$ cat src/rtl/iq_shift_ctrl_pkg.sv
// Shared definitions for the adaptive IQ truncation-shift controller:
// controller state encoding and the default shift-field width.
package iq_shift_ctrl_pkg;

    typedef enum logic [1:0] {
        ACQUIRE = 2'd0,
        TRACK   = 2'd1,
        MANUAL  = 2'd2
    } state_t;

    localparam int DEF_MAX_SHIFT = 8;
    localparam int SHIFT_W       = $clog2(DEF_MAX_SHIFT + 1);

endpackage

$ cat src/rtl/iq_shift_ctrl_if.sv
// Sample/config/output bundle of the IQ shift controller. The master side
// feeds wide samples and config; the slave side is the controller.
interface iq_shift_ctrl_if
    import iq_shift_ctrl_pkg::*;
#(
    parameter int IN_WIDTH = 24,
    parameter int O_WIDTH  = 16,
    parameter int SW       = SHIFT_W
);
    logic [2*IN_WIDTH-1:0] IQ_tdata;
    logic                  IQ_tvalid;
    logic                  cfg_manual;
    logic [SW-1:0]         cfg_shift;
    logic [O_WIDTH-1:0]    I_tdata;
    logic [O_WIDTH-1:0]    Q_tdata;
    logic                  I_tvalid;
    logic                  Q_tvalid;
    logic [SW-1:0]         shift;
    logic                  locked;
    logic                  sat;

    modport master (
        output IQ_tdata, IQ_tvalid, cfg_manual, cfg_shift,
        input  I_tdata, Q_tdata, I_tvalid, Q_tvalid, shift, locked, sat
    );

    modport slave (
        input  IQ_tdata, IQ_tvalid, cfg_manual, cfg_shift,
        output I_tdata, Q_tdata, I_tvalid, Q_tvalid, shift, locked, sat
    );

endinterface

$ cat src/rtl/iq_shift_sat.sv
// Combinational arithmetic right-shift of one signed component followed by
// saturation to the signed output range.
module iq_shift_sat #(
    parameter int IN_WIDTH = 24,
    parameter int O_WIDTH  = 16,
    parameter int SW       = 4
) (
    input  logic signed [IN_WIDTH-1:0] x,
    input  logic        [SW-1:0]       s,
    output logic signed [O_WIDTH-1:0]  y,
    output logic                       clamped
);

    localparam logic signed [IN_WIDTH-1:0] HI = IN_WIDTH'((2 ** (O_WIDTH - 1)) - 1);
    localparam logic signed [IN_WIDTH-1:0] LO = ~HI;

    logic signed [IN_WIDTH-1:0] shifted;

    always_comb begin
        shifted = x >>> s;
        clamped = 1'b0;
        y       = shifted[O_WIDTH-1:0];
        if (shifted > HI) begin
            y       = HI[O_WIDTH-1:0];
            clamped = 1'b1;
        end else if (shifted < LO) begin
            y       = LO[O_WIDTH-1:0];
            clamped = 1'b1;
        end
    end

endmodule

$ cat src/rtl/iq_shift_ctrl.sv
// Adaptive truncation-shift controller: tracks the peak I/Q magnitude per
// window, adjusts the right-shift with hysteresis, and saturates the output.
module iq_shift_ctrl
    import iq_shift_ctrl_pkg::*;
#(
    parameter int IN_WIDTH     = 24,
    parameter int O_WIDTH      = 16,
    parameter int WINDOW_LOG2  = 10,
    parameter int MAX_SHIFT    = 8,
    parameter int INIT_SHIFT   = 4,
    parameter int HOLD_WINDOWS = 4,
    parameter int LOCK_WINDOWS = 2
) (
    input logic             clk,
    input logic             rst,
    iq_shift_ctrl_if.slave  io
);

    localparam int SW    = $clog2(MAX_SHIFT + 1);
    localparam int CNT_W = 8;

    localparam logic [SW-1:0]    MAX_S   = SW'(MAX_SHIFT);
    localparam logic [SW-1:0]    INIT_S  = SW'(INIT_SHIFT);
    localparam logic [CNT_W-1:0] LOCK_N  = CNT_W'(LOCK_WINDOWS);
    localparam logic [CNT_W-1:0] HOLD_N  = CNT_W'(HOLD_WINDOWS);
    localparam logic [IN_WIDTH:0] THR_ONE = (IN_WIDTH + 1)'(1);

    function automatic logic [IN_WIDTH-1:0] abs_val(input logic [IN_WIDTH-1:0] v);
        return v[IN_WIDTH-1] ? (~v + 1'b1) : v;
    endfunction

    logic signed [IN_WIDTH-1:0] in_i, in_q;
    logic signed [O_WIDTH-1:0]  y_i, y_q;
    logic                       clamp_i, clamp_q;
    logic [IN_WIDTH-1:0]        mag_i, mag_q, sample_mag, pk_next;
    logic [IN_WIDTH:0]          over_thr, under_thr;
    logic                       over, under;
    logic [SW-1:0]              cfg_clamped;

    state_t                     state_q, state_d;
    logic [SW-1:0]              shift_q, shift_d;
    logic                       locked_q, locked_d;
    logic [CNT_W-1:0]           stable_q, stable_d;
    logic [CNT_W-1:0]           hold_q, hold_d;
    logic [WINDOW_LOG2-1:0]     cnt_q, cnt_d;
    logic [IN_WIDTH-1:0]        peak_q, peak_d;
    logic [IN_WIDTH-1:0]        pk_final_q, pk_final_d;
    logic                       eow_q, eow_d;
    logic [O_WIDTH-1:0]         i_q, i_d, q_q, q_d;
    logic                       valid_q, valid_d;
    logic                       sat_q, sat_d;

    assign in_i = io.IQ_tdata[2*IN_WIDTH-1:IN_WIDTH];
    assign in_q = io.IQ_tdata[IN_WIDTH-1:0];

    iq_shift_sat #(.IN_WIDTH(IN_WIDTH), .O_WIDTH(O_WIDTH), .SW(SW)) u_sat_i (
        .x(in_i), .s(shift_q), .y(y_i), .clamped(clamp_i)
    );

    iq_shift_sat #(.IN_WIDTH(IN_WIDTH), .O_WIDTH(O_WIDTH), .SW(SW)) u_sat_q (
        .x(in_q), .s(shift_q), .y(y_q), .clamped(clamp_q)
    );

    // Thresholds are one bit wider so 2**(IN_WIDTH-1) compares exactly.
    always_comb begin
        mag_i       = abs_val(in_i);
        mag_q       = abs_val(in_q);
        sample_mag  = (mag_i > mag_q) ? mag_i : mag_q;
        pk_next     = (sample_mag > peak_q) ? sample_mag : peak_q;
        over_thr    = THR_ONE << (O_WIDTH - 1 + int'(shift_q));
        under_thr   = THR_ONE << (O_WIDTH - 3 + int'(shift_q));
        over        = ({1'b0, pk_final_q} >= over_thr);
        under       = ({1'b0, pk_final_q} <  under_thr);
        cfg_clamped = (io.cfg_shift > MAX_S) ? MAX_S : io.cfg_shift;
    end

    always_comb begin
        state_d    = state_q;
        shift_d    = shift_q;
        stable_d   = stable_q;
        hold_d     = hold_q;
        cnt_d      = cnt_q;
        peak_d     = peak_q;
        pk_final_d = pk_final_q;
        eow_d      = 1'b0;
        i_d        = i_q;
        q_d        = q_q;
        valid_d    = 1'b0;
        sat_d      = 1'b0;

        if (io.IQ_tvalid) begin
            i_d     = y_i;
            q_d     = y_q;
            valid_d = 1'b1;
            sat_d   = clamp_i | clamp_q;
            cnt_d   = cnt_q + 1'b1;
            if (cnt_q == '1) begin
                eow_d      = 1'b1;
                pk_final_d = pk_next;
                peak_d     = '0;
            end else begin
                peak_d     = pk_next;
            end
        end

        // The end-of-window decision lands one cycle after the last sample.
        if (io.cfg_manual) begin
            state_d  = MANUAL;
            shift_d  = cfg_clamped;
            stable_d = '0;
            hold_d   = '0;
        end else begin
            case (state_q)
                MANUAL: state_d = ACQUIRE;
                ACQUIRE: if (eow_q) begin
                    if (over && shift_q != MAX_S) begin
                        shift_d  = shift_q + 1'b1;
                        stable_d = '0;
                    end else if (under && shift_q != '0) begin
                        shift_d  = shift_q - 1'b1;
                        stable_d = '0;
                    end else if (stable_q + 1'b1 >= LOCK_N) begin
                        state_d  = TRACK;
                        stable_d = '0;
                    end else begin
                        stable_d = stable_q + 1'b1;
                    end
                end
                TRACK: if (eow_q) begin
                    if (over) begin
                        hold_d = '0;
                        if (shift_q != MAX_S) begin
                            shift_d = shift_q + 1'b1;
                            state_d = ACQUIRE;
                        end
                    end else if (under) begin
                        if (hold_q + 1'b1 >= HOLD_N) begin
                            hold_d = '0;
                            if (shift_q != '0) shift_d = shift_q - 1'b1;
                        end else begin
                            hold_d = hold_q + 1'b1;
                        end
                    end else begin
                        hold_d = '0;
                    end
                end
                default: state_d = ACQUIRE;
            endcase
        end

        locked_d = (state_d == TRACK);
    end

    always_ff @(posedge clk or posedge rst) begin
        if (rst) begin
            state_q    <= ACQUIRE;
            shift_q    <= INIT_S;
            locked_q   <= 1'b0;
            stable_q   <= '0;
            hold_q     <= '0;
            cnt_q      <= '0;
            peak_q     <= '0;
            pk_final_q <= '0;
            eow_q      <= 1'b0;
            i_q        <= '0;
            q_q        <= '0;
            valid_q    <= 1'b0;
            sat_q      <= 1'b0;
        end else begin
            state_q    <= state_d;
            shift_q    <= shift_d;
            locked_q   <= locked_d;
            stable_q   <= stable_d;
            hold_q     <= hold_d;
            cnt_q      <= cnt_d;
            peak_q     <= peak_d;
            pk_final_q <= pk_final_d;
            eow_q      <= eow_d;
            i_q        <= i_d;
            q_q        <= q_d;
            valid_q    <= valid_d;
            sat_q      <= sat_d;
        end
    end

    assign io.I_tdata  = i_q;
    assign io.Q_tdata  = q_q;
    assign io.I_tvalid = valid_q;
    assign io.Q_tvalid = valid_q;
    assign io.shift    = shift_q;
    assign io.locked   = locked_q;
    assign io.sat      = sat_q;

endmodule

$ cat src/flat_wrapper.sv
// flat-port wrapper written by rule: the top's interface ports become plain ports
module iq_shift_ctrl_flat import iq_shift_ctrl_pkg::*;
#(
    parameter int IN_WIDTH     = 24,
    parameter int O_WIDTH      = 16,
    parameter int WINDOW_LOG2  = 10,
    parameter int MAX_SHIFT    = 8,
    parameter int INIT_SHIFT   = 4,
    parameter int HOLD_WINDOWS = 4,
    parameter int LOCK_WINDOWS = 2
)
  (clk, rst, io_IQ_tdata, io_IQ_tvalid, io_cfg_manual, io_cfg_shift, io_I_tdata, io_Q_tdata, io_I_tvalid, io_Q_tvalid, io_shift, io_locked, io_sat);
  iq_shift_ctrl_if #(.IN_WIDTH(IN_WIDTH), .O_WIDTH(O_WIDTH), .SW(4)) io_i ();
  input logic clk;
  input logic rst;
  input wire logic [$bits(io_i.IQ_tdata)-1:0] io_IQ_tdata;
  input wire logic [$bits(io_i.IQ_tvalid)-1:0] io_IQ_tvalid;
  input wire logic [$bits(io_i.cfg_manual)-1:0] io_cfg_manual;
  input wire logic [$bits(io_i.cfg_shift)-1:0] io_cfg_shift;
  output wire logic [$bits(io_i.I_tdata)-1:0] io_I_tdata;
  output wire logic [$bits(io_i.Q_tdata)-1:0] io_Q_tdata;
  output wire logic [$bits(io_i.I_tvalid)-1:0] io_I_tvalid;
  output wire logic [$bits(io_i.Q_tvalid)-1:0] io_Q_tvalid;
  output wire logic [$bits(io_i.shift)-1:0] io_shift;
  output wire logic [$bits(io_i.locked)-1:0] io_locked;
  output wire logic [$bits(io_i.sat)-1:0] io_sat;
  assign io_i.IQ_tdata = io_IQ_tdata;
  assign io_i.IQ_tvalid = io_IQ_tvalid;
  assign io_i.cfg_manual = io_cfg_manual;
  assign io_i.cfg_shift = io_cfg_shift;
  assign io_I_tdata = io_i.I_tdata;
  assign io_Q_tdata = io_i.Q_tdata;
  assign io_I_tvalid = io_i.I_tvalid;
  assign io_Q_tvalid = io_i.Q_tvalid;
  assign io_shift = io_i.shift;
  assign io_locked = io_i.locked;
  assign io_sat = io_i.sat;
  iq_shift_ctrl #(.IN_WIDTH(IN_WIDTH), .O_WIDTH(O_WIDTH), .WINDOW_LOG2(WINDOW_LOG2), .MAX_SHIFT(MAX_SHIFT), .INIT_SHIFT(INIT_SHIFT), .HOLD_WINDOWS(HOLD_WINDOWS), .LOCK_WINDOWS(LOCK_WINDOWS)) u_core (.clk(clk), .rst(rst), .io(io_i));
endmodule
$ cat config.mk
export PLATFORM = sky130hd
export DESIGN_NAME = iq_shift_ctrl_flat
export DESIGN_NICKNAME = d
export VERILOG_FILES = /design/src/rtl/iq_shift_ctrl_pkg.sv /design/src/rtl/iq_shift_ctrl_if.sv /design/src/rtl/iq_shift_sat.sv /design/src/rtl/iq_shift_ctrl.sv /design/src/flat_wrapper.sv
export SDC_FILE = /design/constraint.sdc
export NUM_CORES = 1
export LEC_CHECK = 0
export CAP_MARGIN = 5
export CORE_MARGIN = 4
export CORE_UTILIZATION = 62
export DETAILED_ROUTE_END_ITERATION = 8
export GPL_TIMING_DRIVEN = 0
export PLACE_DENSITY = 0.95
export SYNTH_ARGS = -nofsm -noshare
export SYNTH_HDL_FRONTEND = slang
export SYNTH_SLANG_ARGS = --single-unit
$ cat constraint.sdc
create_clock -name clk -period 9.2 [get_ports clk]
set_clock_uncertainty 0.05 [all_clocks]
set_input_delay 1.38 -clock clk [delete_from_list [all_inputs] [get_ports clk]]
set_output_delay 1.38 -clock clk [all_outputs]
set_load 0.02 [all_outputs]
==> Yosys cells after proc, flatten, opt, wreduce, memory -nomap -nowiden <==
Cells that the tools add are included.
{ "word_totals": {"memories": 0, "inputBits": 56, "latchBits": 0, "wordCells": 113, "romBits": 0, "ram_bits": 0, "output_inout_bits": 40, "regBits": 116} }
{ "classes": {"n_reduce_logical": 12, "n_bitwise": 3, "n_mux": 50, "shift": 4, "eq_ne": 11, "addsub": 9, "order_cmp": 11, "mul": 0, "div": 0} }
{ "op_table": {"columns": ["cell", "n"], "rows": [
  ["$mux 24", 5],
  ["$mux 8", 12],
  ["$mux 16", 4],
  ["$shl 1x32->25 const A", 2],
  ["$add 24x1->24 const B", 2],
  ["$gt 24x16->1 const B", 2],
  ["$gt 24x24->1", 2],
  ["$lt 24x16->1 const B", 2],
  ["$not 24->24", 2],
  ["$sshr 24x4->24", 2],
  ["$mux 4", 11],
  ["$ge 24x25->1", 1],
  ["$lt 24x25->1", 1],
  ["$add 8x1->8 const B", 2],
  ["$mux 2", 8],
  ["$ne 4x2->1 const B", 4],
  ["$add 10x1->10 const B", 1],
  ["$add 4x4->5 const A", 2],
  ["$eq 10x10->1 const B", 1],
  ["$ge 8x2->1 const B", 1],
  ["$ge 8x3->1 const B", 1],
  ["$mux 1", 8],
  ["$ne 4x4->1 const B", 2],
  ["$pmux 4 s2", 1],
  ["14 further kinds", 21]
]} }

==> Logic depth before layout (Yosys ltp) <==
{ "logic_depth": {"depth_word": 10, "mapped_depth": 28, "depth_no_buf": 24} }

==> By module <==
From an unflattened synthesis, not the netlist that was laid out.
{ "hier_totals": {"cells_unflattened": 1301, "area_unflattened_um2": 11717.5} }
{ "modules_own_cells": {"columns": ["mod", "cells_each", "seq_area_each_um2", "n_inst", "area_each_um2"], "rows": [
  ["iq_shift_ctrl", 957, 2904.0, 1, 8729.6],
  ["iq_shift_sat", 172, 0.0, 2, 1493.9]
]} }

==> Worst setup path after synthesis <==
Ideal clock, no wire load.
{ "synth_path": {"path_kind": "input port to flip-flop", "startpoint": "input io_IQ_tdata[3]", "endpoint": "register u_core.peak_q[1]", "setup_slack_ns": 1.326, "required_ns": 9.084, "setup_ns": 0.066, "n_path_buf": 4, "t_arrival_ns": 7.758, "cell_stages": 26, "path_cell_list": "clkbuf_1 or4_4 or3_4 or4_4 o41ai_2 xor2_1 ha_1 a21o_1 a21o_1 a211oi_1 nor2_1 o311ai_1 o21a_1 buf_2 buf_2 mux2i_1 ha_1 a21o_1 a21o_1 a211oi_1 o31ai_1 a211oi_1 nor2_1 o21ai_1 clkbuf_1 a22o_1"} }
{ "synth_via": {"elab_chain_cells": 8} }
{ "synth_lines": {"columns": ["item", "line_no", "rtl"], "rows": [
  ["start, declared", "flat_wrapper.sv:16", "input wire logic [$bits(io_i.IQ_tdata)-1:0] io_IQ_tdata;"],
  ["$not 24->24", "iq_shift_ctrl.sv:29", "return v[IN_WIDTH-1] ? (~v + 1'b1) : v;"],
  ["$add 24x1->24", "iq_shift_ctrl.sv:29", null],
  ["$mux 24 (*)", "iq_shift_ctrl.sv:29", null],
  ["$gt 24x24->1", "iq_shift_ctrl.sv:68", "sample_mag = (mag_i > mag_q) ? mag_i : mag_q;"],
  ["$mux 24 (*)", "iq_shift_ctrl.sv:68", null],
  ["$gt 24x24->1", "iq_shift_ctrl.sv:69", "pk_next = (sample_mag > peak_q) ? sample_mag : peak_q;"],
  ["$mux 24 (*)", "iq_shift_ctrl.sv:69", null],
  ["$mux 24 (*)", "iq_shift_ctrl.sv:97", "if (cnt_q == '1) begin"],
  ["end signal, assigned", "iq_shift_ctrl.sv:176", "peak_q <= peak_d;"],
  ["end, declared", "iq_shift_ctrl.sv:46", "logic [IN_WIDTH-1:0] peak_q, peak_d;"]
]} }
Mark *: on every way between the ends. The rest lies on a longest branch, timed or not.
A chain may end at the register's enable or synchronous reset.

==> Worst setup path after layout <==
{ "layout_path": {"startpoint": "input io_IQ_tdata[4]", "endpoint": "register u_core.pk_final_q[0]"} }
{ "layout_via": {"elab_chain_cells": 7} }
{ "layout_lines": {"columns": ["item", "line_no", "rtl"], "rows": [
  ["$not 24->24", "iq_shift_ctrl.sv:29", null],
  ["$add 24x1->24", "iq_shift_ctrl.sv:29", null],
  ["$mux 24 (*)", "iq_shift_ctrl.sv:29", null],
  ["$gt 24x24->1", "iq_shift_ctrl.sv:68", null],
  ["$mux 24 (*)", "iq_shift_ctrl.sv:68", null],
  ["$gt 24x24->1", "iq_shift_ctrl.sv:69", null],
  ["$mux 24 (*)", "iq_shift_ctrl.sv:69", null],
  ["end signal, assigned", "iq_shift_ctrl.sv:177", "pk_final_q <= pk_final_d;"],
  ["end, declared", "iq_shift_ctrl.sv:47", "logic [IN_WIDTH-1:0] pk_final_q, pk_final_d;"]
]} }
Marks and branches as above.

==> reports/qor.yml <==
outcome: "complete, but fails checks"
violations_in_the_final_reports: "negative setup slack"
groute.layer.met3.usage: 0.0785
finalInstanceArea_mm2: 0.0128
worst-path-buf-inv: 4
most-common-layout-cells: "sky130_fd_sc_hd__nand2_1, sky130_fd_sc_hd__dfrtp_1, sky130_fd_sc_hd__ha_1"
synth_area_leader: "sky130_fd_sc_hd__dfrtp_1"
grt_first_pass_wirelength_um: 55200
routed-via-count: 10884
floorplan.initialDensity: 0.629
rows: 48
synthTopCellsByArea: "sky130_fd_sc_hd__dfrtp_1, sky130_fd_sc_hd__ha_1, sky130_fd_sc_hd__mux2i_1"
drive_gt1_frac: 0.101
ctsLongestPathBuffers: 2
async_reset_ff_frac: 1.00
antenna_found_initial: 0
timing_hold_violations_final: 0
synth_ff_type: "sky130_fd_sc_hd__dfrtp_1"
yosysWarnings: 0
hold_path_class: "flop to flop"
worst_slew_margin_rel: 0.440
num_io_pins: 96
route.antenna.remaining_nets: 0
ys_types: 73
fp.dieArea_mm2: 0.0197
slowest_stage: "sky130_fd_sc_hd__or4_4"
placed_cells: 1538
layout.core_utilization: 0.743
clk-insertion-delay-late_ps: 430
final.min_clock_period_ps: 9240
post-route-worst-setup-slack_ps: -42.8
gr-usage-met2: 0.567
final.hold.worst_slack_ps: 437
powerDensity_mw_per_mm2: 198
pwr-share-seq: 0.270
nets: 1498
fin_tns_setup_ps: -145
worst_path_dominant_cell_family: "simple AND/OR/NAND/NOR gates"
cts-buffers-inserted: 17
worstSetupEndpointType: "flop"
synth.ff_latch_count: 116
totalPowerFinal_mw: 2.53
buffer_ports.inserted: 90
cts.hold.buffers_added: 0
core_region_area_mm2: 0.0172
clock-root-buffer: "sky130_fd_sc_hd__clkbuf_16"
drcViolationCount: 0
timing.max_cap.violations: 0
first_pass_iters: 7
cellLeakagePower_nw: 5.83
met1_track_demand_over_resource_in_global_routing: 0.423
drt-initial-drc-count: 1303
grt_max_degree: 70
irDropWorstVdd_mv: 0.142
netlist_area_mm2: 0.0108
setup_viol_count_final: 9
syn2layout_area_growth_pct: 18.0
routed_wire_length_per_instance_um: 22.3
worst-setup-path-type: "input port to flop"
rr_startpoint: "u_core.io.shift[2]"
fp.dieH_um: 140
clk_transition_reported_paths_ps: 60
yosysSeqAreaShare: 0.268
cpPeakStageDelay_ps: 570
maxClockFrequency_ghz: 0.108
timing.final.max_slew_violations: 0
combinationalPowerShare: 0.426
grt_overflow: 0
critPathRequiredTime_ps: 9460
first_element_of_the_critical_path: "io_IQ_tdata[4]"
synth_enable_flop_cells: 0
kind_of_start_point_of_the_critical_path: "input port"
grt_pass1_vias: 10721
instance_area_at_placement_mm2: 0.0121
p_sw_frac: 0.394
worst_hold_launch: "u_core.cnt_q[8]"
layout_commonest_cell: "sky130_fd_sc_hd__nand2_1"
worst_pin_slew_ps: 841
finalCritPeriodShare: 1.00
grtUsageTotal: 0.349
timing.critical_path.fanout_max: 10
dp_slack_ps: -470
antenna_cells: 0
numClockSinks: 116
finalWirelength_um: 35000
power.net_switching_mw: 0.997
fin_cells: 1570
netlist.area_leader.share: 0.265
p_clk_frac: 0.304
cts_max_level: 4
cp_data_arrival_time_ps: 9500
gr-max-usage-layer: "met2"
synth_cells: 1216
die_width_um: 140
detailed_place_hpwl_um: 25500
avgSynthCellArea_um2: 8.92
power.internal_mw: 1.54
cts_tree: "built"
place.gp.congestion: 1.07
vias_per_cell: 6.93
==> power by group through the flow <==
stage / Clock [mW] / Sequential [mW] / Combinational, mW
after floorplan: 0 / 0.708 / 0.643
after global placement: 0 / 0.677 / 0.954
after detailed placement: 0 / 0.682 / 0.997
after CTS: 0.767 / 0.679 / 1.02
after global routing: 0.791 / 0.692 / 1.16
final: 0.770 / 0.683 / 1.08
==> final cells by class <==
type | instances | area [um2]
Buffer | 72 | 293
Clock buffer | 17 | 425
Clock inverter | 15 | 243
Fill cell | 1137 | 4440
Inverter | 63 | 239
Multi-Input combinational cell | 971 | 7490
Sequential cell | 116 | 2900
Tap cell | 225 | 282
Timing Repair Buffer | 91 | 928
==> cell families after synthesis <==
logic type | after synthesis | share of synthesized area
fa+ha+maj | 110 | 0.127
mux | 128 | 0.144
compound gates | 298 | 0.194
buf+inv | 135 | 0.0483
xor+xnor | 54 | 0.0443
flops | 116 | 0.268
other cells | 2 | 0.000692
simple gates | 373 | 0.174
==> per-layer routing <==
metal,vias up,part of all wire
met5,-,0
met2,828,0.47
met3,210,0.097
met4,0,0.072
met1,5118,0.36
li1,4728,-
==> timing repair <==
| item | 4_1_cts | 5_1_grt |
|---|---|---|
| endpoints found under the setup margin | 20 | 45 |
| buffers inserted | 0 | 0 |
| gates resized for setup | 3 | 15 |
==> worst paths after layout <==
kind,end,slack [ps],depth (start not counted)
max,u_core.pk_final_q[0],-40,26
min,u_core.cnt_q[8],440,1
max reg2reg,u_core.io.shift[3],3170,17
min reg2reg,u_core.cnt_q[8],440,1
max in group asynchronous,u_core.pk_final_q[20],6970,3
min in group asynchronous,u_core.io.Q_tdata[13],1360,2
==> synth_stat cells (18+ instances only) <==
master / instances
sky130_fd_sc_hd__nand2_1: 121
sky130_fd_sc_hd__a21oi_1: 54
sky130_fd_sc_hd__nand3_1: 34
sky130_fd_sc_hd__nor2_1: 44
sky130_fd_sc_hd__xor2_1: 28
sky130_fd_sc_hd__clkbuf_1: 47
sky130_fd_sc_hd__nor3_1: 42
sky130_fd_sc_hd__dfrtp_1: 115
sky130_fd_sc_hd__mux2_2: 42
sky130_fd_sc_hd__o21ai_0: 53
sky130_fd_sc_hd__xnor2_1: 25
sky130_fd_sc_hd__mux4_2: 18
sky130_fd_sc_hd__a22o_1: 25
sky130_fd_sc_hd__ha_1: 110
sky130_fd_sc_hd__a211o_1: 22
sky130_fd_sc_hd__inv_1: 60
sky130_fd_sc_hd__and2_1: 46
sky130_fd_sc_hd__mux2i_1: 67
==> registers in the layout, summed over array words and instances, names as in the netlist <==
signal / flops
u_core.io.locked: 1
u_core.stable_q: 8
u_core.io.shift: 4
u_core.eow_q: 1
u_core.state_q: 2
u_core.cnt_q: 10
u_core.pk_final_q: 24
u_core.hold_q: 8
u_core.io.I_tdata: 16
u_core.io.I_tvalid: 1
u_core.io.sat: 1
u_core.io.Q_tdata: 16
u_core.peak_q: 24
Note: power is estimated with default switching activity, not from simulation.
